[config.mk]
export PLATFORM = sky130hd
export DESIGN_NAME = regfile_mp
export DESIGN_NICKNAME = d
export VERILOG_FILES = /design/src/rtl/regfile_pkg.sv /design/src/rtl/regfile_scoreboard.sv /design/src/rtl/regfile_mp.sv
export SDC_FILE = /design/constraint.sdc
export NUM_CORES = 2
export LEC_CHECK = 0
export CELL_PAD_IN_SITES_DETAIL_PLACEMENT = 1
export CELL_PAD_IN_SITES_GLOBAL_PLACEMENT = 1
export CORE_MARGIN = 4
export CORE_UTILIZATION = 25
export DETAILED_ROUTE_END_ITERATION = 7
export PLACE_DENSITY = 0.47
export SLEW_MARGIN = 10
export SYNTH_ARGS = -nofsm -noshare
export SYNTH_HDL_FRONTEND = slang
export SYNTH_HIERARCHICAL = 1
export SYNTH_SLANG_ARGS = --single-unit
[constraint.sdc]
create_clock -name clk -period 5.5 [get_ports clk]
set_input_delay 0.55 -clock clk [delete_from_list [all_inputs] [get_ports clk]]
set_output_delay 0.55 -clock clk [all_outputs]
set_load 0.005 [all_outputs]
[src/rtl/regfile_pkg.sv]
// Shared constants and helpers for the multi-port register file family.
//   - default geometry (DW_DEF, DEPTH_DEF, AW_DEF)
//   - clog2 helper used to derive address widths
//   - ZERO_REG/BYPASS defaults for the single-cycle and pipelined cores
package regfile_pkg;

  function automatic int unsigned clog2(input int unsigned v);
    int unsigned r;
    r = 0;
    while ((32'd1 << r) < v) r++;
    return r;
  endfunction

  localparam int unsigned DW_DEF    = 32;
  localparam int unsigned DEPTH_DEF = 32;
  localparam int unsigned AW_DEF    = clog2(DEPTH_DEF);
  localparam int unsigned NR_DEF    = 3;
  localparam int unsigned NW_DEF    = 2;

  // Single-cycle core: r0 hardwired, forwarding on.
  localparam int unsigned SC_ZERO_REG   = 1;
  localparam int unsigned SC_BYPASS     = 1;
  // Pipelined core: r0 hardwired, forwarding on.
  localparam int unsigned PIPE_ZERO_REG = 1;
  localparam int unsigned PIPE_BYPASS   = 1;

endpackage

[src/rtl/regfile_scoreboard.sv]
// Per-register busy scoreboard.
//   clk, rst_n          : clock, asynchronous active-low reset
//   wen, waddr          : writeback ports; an enabled write clears busy
//   rsv_en, rsv_addr    : reservation; sets busy (wins over a same-cycle write)
//   busy                : current busy vector
//   busy_cnt            : registered popcount of busy
module regfile_scoreboard
  import regfile_pkg::*;
#(
  parameter int unsigned DEPTH    = DEPTH_DEF,
  parameter int unsigned AW       = AW_DEF,
  parameter int unsigned NW       = NW_DEF,
  parameter int unsigned ZERO_REG = SC_ZERO_REG
) (
  input  logic             clk,
  input  logic             rst_n,
  input  logic [NW-1:0]    wen,
  input  logic [NW*AW-1:0] waddr,
  input  logic             rsv_en,
  input  logic [AW-1:0]    rsv_addr,
  output logic [DEPTH-1:0] busy,
  output logic [AW:0]      busy_cnt
);

  logic [DEPTH-1:0] busy_nxt;
  logic [AW:0]      cnt_nxt;

  // Clears first, then the reservation, so a new producer issued in the
  // same cycle as the old one's writeback keeps the register busy.
  always_comb begin
    busy_nxt = busy;
    for (int unsigned j = 0; j < NW; j++) begin
      if (wen[j]) busy_nxt[waddr[j*AW +: AW]] = 1'b0;
    end
    if (rsv_en) busy_nxt[rsv_addr] = 1'b1;
    if (ZERO_REG != 0) busy_nxt[0] = 1'b0;
  end

  always_comb begin
    cnt_nxt = '0;
    for (int unsigned i = 0; i < DEPTH; i++) begin
      cnt_nxt = cnt_nxt + {{AW{1'b0}}, busy_nxt[i]};
    end
  end

  always_ff @(posedge clk or negedge rst_n) begin
    if (!rst_n) begin
      busy     <= '0;
      busy_cnt <= '0;
    end else begin
      busy     <= busy_nxt;
      busy_cnt <= cnt_nxt;
    end
  end

endmodule

[src/rtl/regfile_mp.sv]
// Parametrised multi-port register file with optional zero register,
// write-to-read bypass and a busy scoreboard for pending writebacks.
//   clk, rst_n        : clock, asynchronous active-low reset
//   raddr/rdata/rbusy : NR combinational read ports (port k at slice k)
//   wen/waddr/wdata   : NW write ports, higher index wins on conflicts
//   rsv_en/rsv_addr   : mark a register as pending
//   busy_cnt          : registered number of busy registers
module regfile_mp
  import regfile_pkg::*;
#(
  parameter int unsigned DW       = DW_DEF,
  parameter int unsigned DEPTH    = DEPTH_DEF,
  parameter int unsigned AW       = AW_DEF,
  parameter int unsigned NR       = NR_DEF,
  parameter int unsigned NW       = NW_DEF,
  parameter int unsigned ZERO_REG = SC_ZERO_REG,
  parameter int unsigned BYPASS   = SC_BYPASS
) (
  input  logic             clk,
  input  logic             rst_n,
  input  logic [NR*AW-1:0] raddr,
  output logic [NR*DW-1:0] rdata,
  output logic [NR-1:0]    rbusy,
  input  logic [NW-1:0]    wen,
  input  logic [NW*AW-1:0] waddr,
  input  logic [NW*DW-1:0] wdata,
  input  logic             rsv_en,
  input  logic [AW-1:0]    rsv_addr,
  output logic [AW:0]      busy_cnt
);

  logic [DW-1:0]    mem [DEPTH];
  logic [DEPTH-1:0] busy;

  // Ports are visited in ascending order, so the last NBA (highest index)
  // takes effect on a same-address conflict.
  always_ff @(posedge clk or negedge rst_n) begin
    if (!rst_n) begin
      for (int unsigned i = 0; i < DEPTH; i++) mem[i] <= '0;
    end else begin
      for (int unsigned j = 0; j < NW; j++) begin
        if (wen[j] && !((ZERO_REG != 0) && (waddr[j*AW +: AW] == '0))) begin
          mem[waddr[j*AW +: AW]] <= wdata[j*DW +: DW];
        end
      end
    end
  end

  for (genvar k = 0; k < NR; k++) begin : g_rd
    logic [AW-1:0] ra;
    logic [DW-1:0] rd;

    always_comb begin
      ra = raddr[k*AW +: AW];
      rd = mem[ra];
      if (BYPASS != 0) begin
        for (int unsigned j = 0; j < NW; j++) begin
          if (wen[j] && (waddr[j*AW +: AW] == ra)) rd = wdata[j*DW +: DW];
        end
      end
      if ((ZERO_REG != 0) && (ra == '0)) rd = '0;
    end

    assign rdata[k*DW +: DW] = rd;
    assign rbusy[k]          = busy[ra];
  end

  regfile_scoreboard #(
    .DEPTH    (DEPTH),
    .AW       (AW),
    .NW       (NW),
    .ZERO_REG (ZERO_REG)
  ) u_sb (
    .clk      (clk),
    .rst_n    (rst_n),
    .wen      (wen),
    .waddr    (waddr),
    .rsv_en   (rsv_en),
    .rsv_addr (rsv_addr),
    .busy     (busy),
    .busy_cnt (busy_cnt)
  );

endmodule

# == After elaboration in Yosys (flattened, before gate mapping) ==
# Cells that the tools add are included.
# totals
inputBits,99
wordCells,157
ff_bits,1061
output_inout_bits,105
# op_classes
n_addsub,30
bitwise_logic,10
magnitude_cmp,16
n_mux,41
n_reduce_logical,20
eq_ne,6
# ops
operator,count
bitwise mux 1024 bit,2
two-way mux 1024 bit,2
two-way mux 32 bit,20
binary-select mux 32 bit (select 5 bit),3
demux 32 bit (select 5 bit),2
adder 6 x 1 -> 6 bit,29
bitwise AND 32 bit,2
NOT 32 bit,2
< comparator 5 x 6 -> 1 bit (second input constant),6
OR 32 bit,1
== test 5 bit,6
>= comparator 6 bit (second input constant),5
NOT 5 -> 6 bit,5
zero test 5 bit,5
binary-select mux 1 bit (select 5 bit),3
demux 1 bit (select 5 bit),3
>= comparator 5 x 1 -> 1 bit (second input constant),3
logical AND 1 bit,13
< comparator 6 x 1 -> 1 bit (second input constant),2
two-way mux 1 bit,6
adder 1 x 1 -> 2 bit,1
zero test 1 bit,2

# == Logic depth before layout (Yosys ltp) ==
# logic_depth
word_depth,41
ltp_mapped,19
mapped_depth_nobuf,19

# == Hierarchy ==
# Netlist, hierarchy kept.
# modules_own_cells
mod,area_each_um2,cells_each,instances,seq_area_each_um2
regfile_mp,74213.7,7007,1,25624.6
regfile_scoreboard,2622.5,255,1,925.9

# == Worst setup path before layout ==
# No wires, ideal clock.
# synth_path
path_kind,input to register
startpoint,input waddr[2]
endpoint,register u_sb.busy_cnt[4]
cell_stages,19
t_required_ps,5420
t_arrival_ps,5486
n_path_buf,0
setup_ps,80
slack_ps,-66
path_cell_list,nand2b_1 -> nor3_1 -> a22oi_1 -> a22o_1 -> fa_1 -> inv_1 -> fa_1 -> fa_1 -> fa_1 -> fa_1 -> inv_1 -> fa_1 -> fa_1 -> inv_1 -> fa_1 -> inv_1 -> a21o_1 -> a21oi_1 -> xnor2_1
# synth_between
elab_chain_len,41
elab_cells_between_ends,42
cone_classes,add/sub: 30; order compare: 2; mux: 5; bitwise: 4; reduce/logical: 1
# synth_rtl
element,line,source
start: declaration,regfile_mp.sv:25,"input logic [NW*AW-1:0] waddr,"
< comparator 5 x 6 -> 1 bit (not written as such) / >= comparator 5 x 1 -> 1 bit (equally long branches),regfile_scoreboard.sv:33,if (wen[j]) busy_nxt[waddr[j*AW +: AW]] = 1'b0;
logical AND 1 bit (not written as such),regfile_scoreboard.sv:33,
two-way mux 1 bit (not written as such),regfile_scoreboard.sv:33,
demux 1 bit (select 5 bit) (*),--,
NOT 32 bit (no line) (*),--,
bitwise AND 32 bit (no line) (*),--,
two-way mux 32 bit (*),regfile_scoreboard.sv:33,
bitwise AND 32 bit (no line),--,
two-way mux 32 bit (*),regfile_scoreboard.sv:33,
OR 32 bit (no line),--,
two-way mux 32 bit (*),regfile_scoreboard.sv:35,if (rsv_en) busy_nxt[rsv_addr] = 1'b1;
named net u_sb.busy_nxt[2],regfile_scoreboard.sv:25,logic [DEPTH-1:0] busy_nxt;
adder 1 x 1 -> 2 bit (*),regfile_scoreboard.sv:42,"cnt_nxt = cnt_nxt + {{AW{1'b0}}, busy_nxt[i]};"
adder 6 x 1 -> 6 bit (*) (29 in series),regfile_scoreboard.sv:42,
named net u_sb.cnt_nxt[4],regfile_scoreboard.sv:26,logic [AW:0] cnt_nxt;
end signal: assignment,regfile_scoreboard.sv:52,busy_cnt <= cnt_nxt;
end: declaration,regfile_scoreboard.sv:22,output logic [AW:0] busy_cnt
# The timed path passes the listed nets; every way through them passes the cells marked *.

# == Final worst setup path ==
# layout_path
startpoint,input rsv_addr[1]
endpoint,register u_sb.busy_cnt[4]
# layout_between
elab_cells_between_ends,37
cone_classes,add/sub: 30; order compare: 2; mux: 3; bitwise: 1; reduce/logical: 1
# layout_rtl
element,line,source
start: declaration,regfile_mp.sv:28,"input logic [AW-1:0] rsv_addr,"
< comparator 5 x 6 -> 1 bit (not written as such) / >= comparator 5 x 1 -> 1 bit (equally long branches),regfile_scoreboard.sv:35,
logical AND 1 bit (not written as such),regfile_scoreboard.sv:35,
two-way mux 1 bit (not written as such),regfile_scoreboard.sv:35,
demux 1 bit (select 5 bit) (*),--,
OR 32 bit (no line) (*),--,
two-way mux 32 bit (*),regfile_scoreboard.sv:35,
named net u_sb.busy_nxt[12],regfile_scoreboard.sv:25,
adder 6 x 1 -> 6 bit (*) (20 in series),regfile_scoreboard.sv:42,
named net u_sb.cnt_nxt[4],regfile_scoreboard.sv:26,
# Marks and branches as above.

==> load_flow_metrics.sql <==
INSERT INTO impl_metrics (metric_group, metric, value, unit) VALUES
('outcome', 'outcome', 'finished, final reports clean', ''),
('critical_path', 'timing.setup.critical_path_class', 'input port to register', ''),
('timing', 'hold_viol_final', '0', ''),
('synthesis', 'synth_compound_gate_area_share', '13.7', '%'),
('synthesis', 'postSynthRegisterBits', '1061', ''),
('placed_design', 'place_congestion', '0.885', ''),
('layout', 'layoutNonFillerInstCount', '11400', ''),
('critical_path', 'critical_path.slowest_cell', 'sky130_fd_sc_hd__fa_1', ''),
('clock_network', 'cts_sinks', '1061', ''),
('layout', 'design.final.nets', '7295', ''),
('synthesis', 'post_synth_and_or_nand_nor_area_fraction', '8.29', '%'),
('critical_path', 'worst_path_max_fanout', '6', ''),
('global_routing', 'first_global_vias', '68800', ''),
('detailed_routing', 'drt-initial-drc-count', '7119', ''),
('power_and_ir_drop', 'power_density', '378', 'nW/um2'),
('global_routing', 'grt_start_max_net_pins', '126', ''),
('critical_path', 'cpPeakStageDelay', '0.59', 'ns'),
('placed_design', 'detailed_place_hpwl', '283', 'mm'),
('power_and_ir_drop', 'cellInternalPower', '22.1', 'mW'),
('synthesis', 'syn_area_per_cell', '10.6', 'um2'),
('timing', 'report.final.setup_viol', '0', ''),
('detailed_routing', 'first_pass_iters', '6', ''),
('synthesis', 'yosysSeqAreaShare', '34.6', '%'),
('clock_network', 'clock_transition_at_path_regs', '0.06', 'ns'),
('detailed_routing', 'drt_drc_violations_left', '0', ''),
('critical_path', 'cp-end-kind', 'register', ''),
('timing', 'worst_margin_slew', '1.31', 'ns'),
('clock_network', 'htree_num_levels', '4', ''),
('global_routing', 'global_route.usage.total', '27.6', '%'),
('timing', 'fmax', '188', 'MHz'),
('global_routing', 'grt.overflow.total', '0', ''),
('min_path', 'min-delay-start', 'wdata[57]', ''),
('floorplanning', 'num_rows', '203', ''),
('synthesis', 'yosysUniqueCellTypes', '69', ''),
('clock_network', 'cts_root_buffer', 'sky130_fd_sc_hd__clkbuf_16', ''),
('synthesis', 'synth_fa_ha_area_share', '0.713', '%'),
('clock_network', 'clock_path_buffers', '4', ''),
('layout', 'multi_input_area', '46800', 'um2'),
('timing', 'finClkSkew', '0.00720', 'ns'),
('floorplanning', 'fp.dieH', '562', 'um'),
('clock_network', 'clk-insertion-delay-late', '0.81', 'ns'),
('synthesis', 'yosys-mux-area-fraction', '36.8', '%'),
('synthesis', 'synthesis.nets', '7391', ''),
('power_and_ir_drop', 'switching_power', '12.1', 'mW'),
('floorplanning', 'initial_core_util', '25.1', '%'),
('flow_run', 'timing.max_cap.violations', '0', ''),
('floorplanning', 'die-area', '316000', 'um2'),
('timing', 'part_of_the_cycle_the_worst_path_needs', '96.7', '%'),
('synthesis', 'synth-xor-area-share', '0.376', '%'),
('critical_path', 'reg2reg_setup_slack', '0.23', 'ns'),
('synthesis', 'syn_area', '76800', 'um2'),
('synthesis', 'largest_family_of_logic_cells_by_synthesized_area', 'multiplexers', ''),
('critical_path', 'critPathLaunchType', 'input port', ''),
('power_and_ir_drop', 'peakVddDrop', '0.625', 'mV'),
('synthesis', 'yosys_warnings', '6', ''),
('clock_network', 'tritoncts.num_buffers', '148', ''),
('detailed_routing', 'drt.antenna.violating_nets', '0', ''),
('global_routing', 'first_pass_grt_wire_length', '613', 'mm'),
('critical_path', 'path_cells', 'clkdlybuf4s50_1, nor2_2, a22o_1, fa_1, fa_1, inv_2, fa_1, fa_1, fa_1, inv_2, fa_1, fa_2, inv_2, fa_2, inv_1, a21o_1, a21oi_2, xnor2_1', ''),
('critical_path', 'source_of_the_worst_register_to_register_timing_path', 'u_sb/busy[16]', ''),
('critical_path', 'worst_r2r_path_depth', '16', ''),
('synthesis', 'synth-edff-count', '0', ''),
('timing', 'maxSlewViolCount', '0', ''),
('synthesis', 'synth-main-ff-cell', 'sky130_fd_sc_hd__dfrtp_1', ''),
('timing', 'timing.max_slew.rel_slack', '11.8', '%'),
('synthesis', 'synthesis.instances', '7262', ''),
('timing', 'timing.final.crit_period', '5.32', 'ns'),
('floorplanning', 'coreArea', '306000', 'um2'),
('placed_design', 'place.port_buffers', '203', ''),
('detailed_routing', 'num_vias', '68000', ''),
('critical_path', 'worst_path_most_repeated_cell', 'sky130_fd_sc_hd__fa_1', '');
timing repair:
| item | CTS | global route |
|---|---|---|
| resized for setup | 4 | 51 |
| pin swaps | 0 | 24 |
| hold endpoints to repair | 58 | 0 |
| hold buffers | 1 | 0 |
| setup buffers | 0 | 4 |
| endpoints found under the setup margin | 1 | 5 |
cells in the mapped netlist, drive strengths merged (119+ instances only):
master and instances:
buf 364, mux2i 1171, mux2 203, nand2 529
nor2 687, a21oi 652, a22oi 119, clkbuf 586
a221oi 133, dfrtp 1061, mux4 632, o21ai 394
power groups by stage:
stage	Clock (mW)	Combinational (mW)	Sequential [mW]
detailed placement	0	11.9	12.2
floorplan	0	8.07	11.3
finish	9.85	12.2	12.1
global route	10.3	13.3	12.4
CTS	10.0	12.0	12.0
global placement	0	11.9	12.0
how the worst max path moves through the flow:
stage / from / endpoint / slack, ns / cells past startpoint
after floorplan: waddr[2] / u_sb/busy_cnt[4] / 0.01 / 19
after detailed placement: wen[0] / u_sb/busy_cnt[4] / -0.88 / 21
final: rsv_addr[1] / u_sb/busy_cnt[4] / 0.18 / 18
after global placement: wen[0] / u_sb/busy_cnt[4] / -0.91 / 21
after global routing: waddr[4] / u_sb/busy_cnt[4] / -0.02 / 20
after CTS: wen[0] / u_sb/busy_cnt[4] / 0.002 / 21
critical path, delay by kind of cell:
family	cells	cell delay, ns
XOR/XNOR	1	0.12
adder cells (fa/ha/maj)	8	3.76
buffers and inverters	5	0.66
AND/OR/NAND/NOR	1	0.38
AO/OA/AOI/OAI	3	0.57
state kept, by name, indices dropped and copies added, names as in the netlist:
signal	flops
u_sb/busy	31
mem	1024
u_sb/busy_cnt	6
area by class of cell:
| class | instances | share of cell area, % |
|---|---|---|
| tap | 4100 | 5.68 |
| sequential | 1061 | 29.4 |
| antenna | 11 | 0.0305 |
| multi-input combinational | 5211 | 51.8 |
| inverter | 40 | 0.166 |
| timing repair buffer | 704 | 7.72 |
| clock buffer | 213 | 4.74 |
| clock inverter | 30 | 0.446 |
layout by cell type (no fill, tap or decap), drive strengths merged, types with 15 or more instances in the layout:
master         synthesis  final
nor2b                 20     20
mux2                 203    203
buf                  364    518
xnor2                 27     27
a22o                  39     39
a2111oi               25     25
a22oi                119    119
and3                  66     66
fa                    23     23
clkbuf               586    215
a32oi                 59     59
nor4                  72     72
clkdlybuf4s50          0    167
mux2i               1171   1171
o32ai                 19     19
a21oi                652    652
mux4                 632    632
a221o                 62     62
a221oi               133    133
inv                   40     43
nand2                529    529
a32o                  20     20
o22ai                 24     24
dfrtp               1061   1061
dlymetal6s2s           0     15
clkinv                 0     16
nor2                 687    687
nor3                  24     24
o221ai                86     86
o21ai                394    394
stage by stage:
| step | TNS (ns) | instance area [um2] | worst slack, ns | util (%) | hold slack, ns |
|---|---|---|---|---|---|
| after detailed placement | -4.12 | 85400 | -0.885 | 27.9 | 0.404 |
| after floorplan | 0 | 76900 | 0.0132 | - | 0.254 |
| after CTS | 0 | 90100 | 0.00199 | 29.5 | 0.0507 |
| after global placement | -4.17 | 85400 | -0.913 | 27.9 | 0.394 |
| after global routing | -0.0211 | 90300 | -0.0211 | 29.5 | 0.0958 |
| final | 0 | 90300 | 0.182 | 29.5 | 0.0911 |
layer usage:
metal  part of all wire [%]  vias to the layer above
li1                       -                    27300
met1                     41                    36400
met2                     45                     3374
met3                    8.0                      966
met4                    5.9                       16
met5                  0.023                        -
cells by family (layout without fill, tap and decap cells):
| kind of cell | Yosys count | in the layout |
|---|---|---|
| muxes | 2006 | 2006 |
| AOI/OAI and AO/OA | 1659 | 1659 |
| and+or+nand+nor | 1482 | 1482 |
| DFF | 1061 | 1061 |
| buffers and inverters | 990 | 987 |
| xor gates and xnor gates | 33 | 33 |
| adders and majority gates | 30 | 30 |
| other | 1 | 12 |
Note: power is estimated with default switching activity, not from simulation.
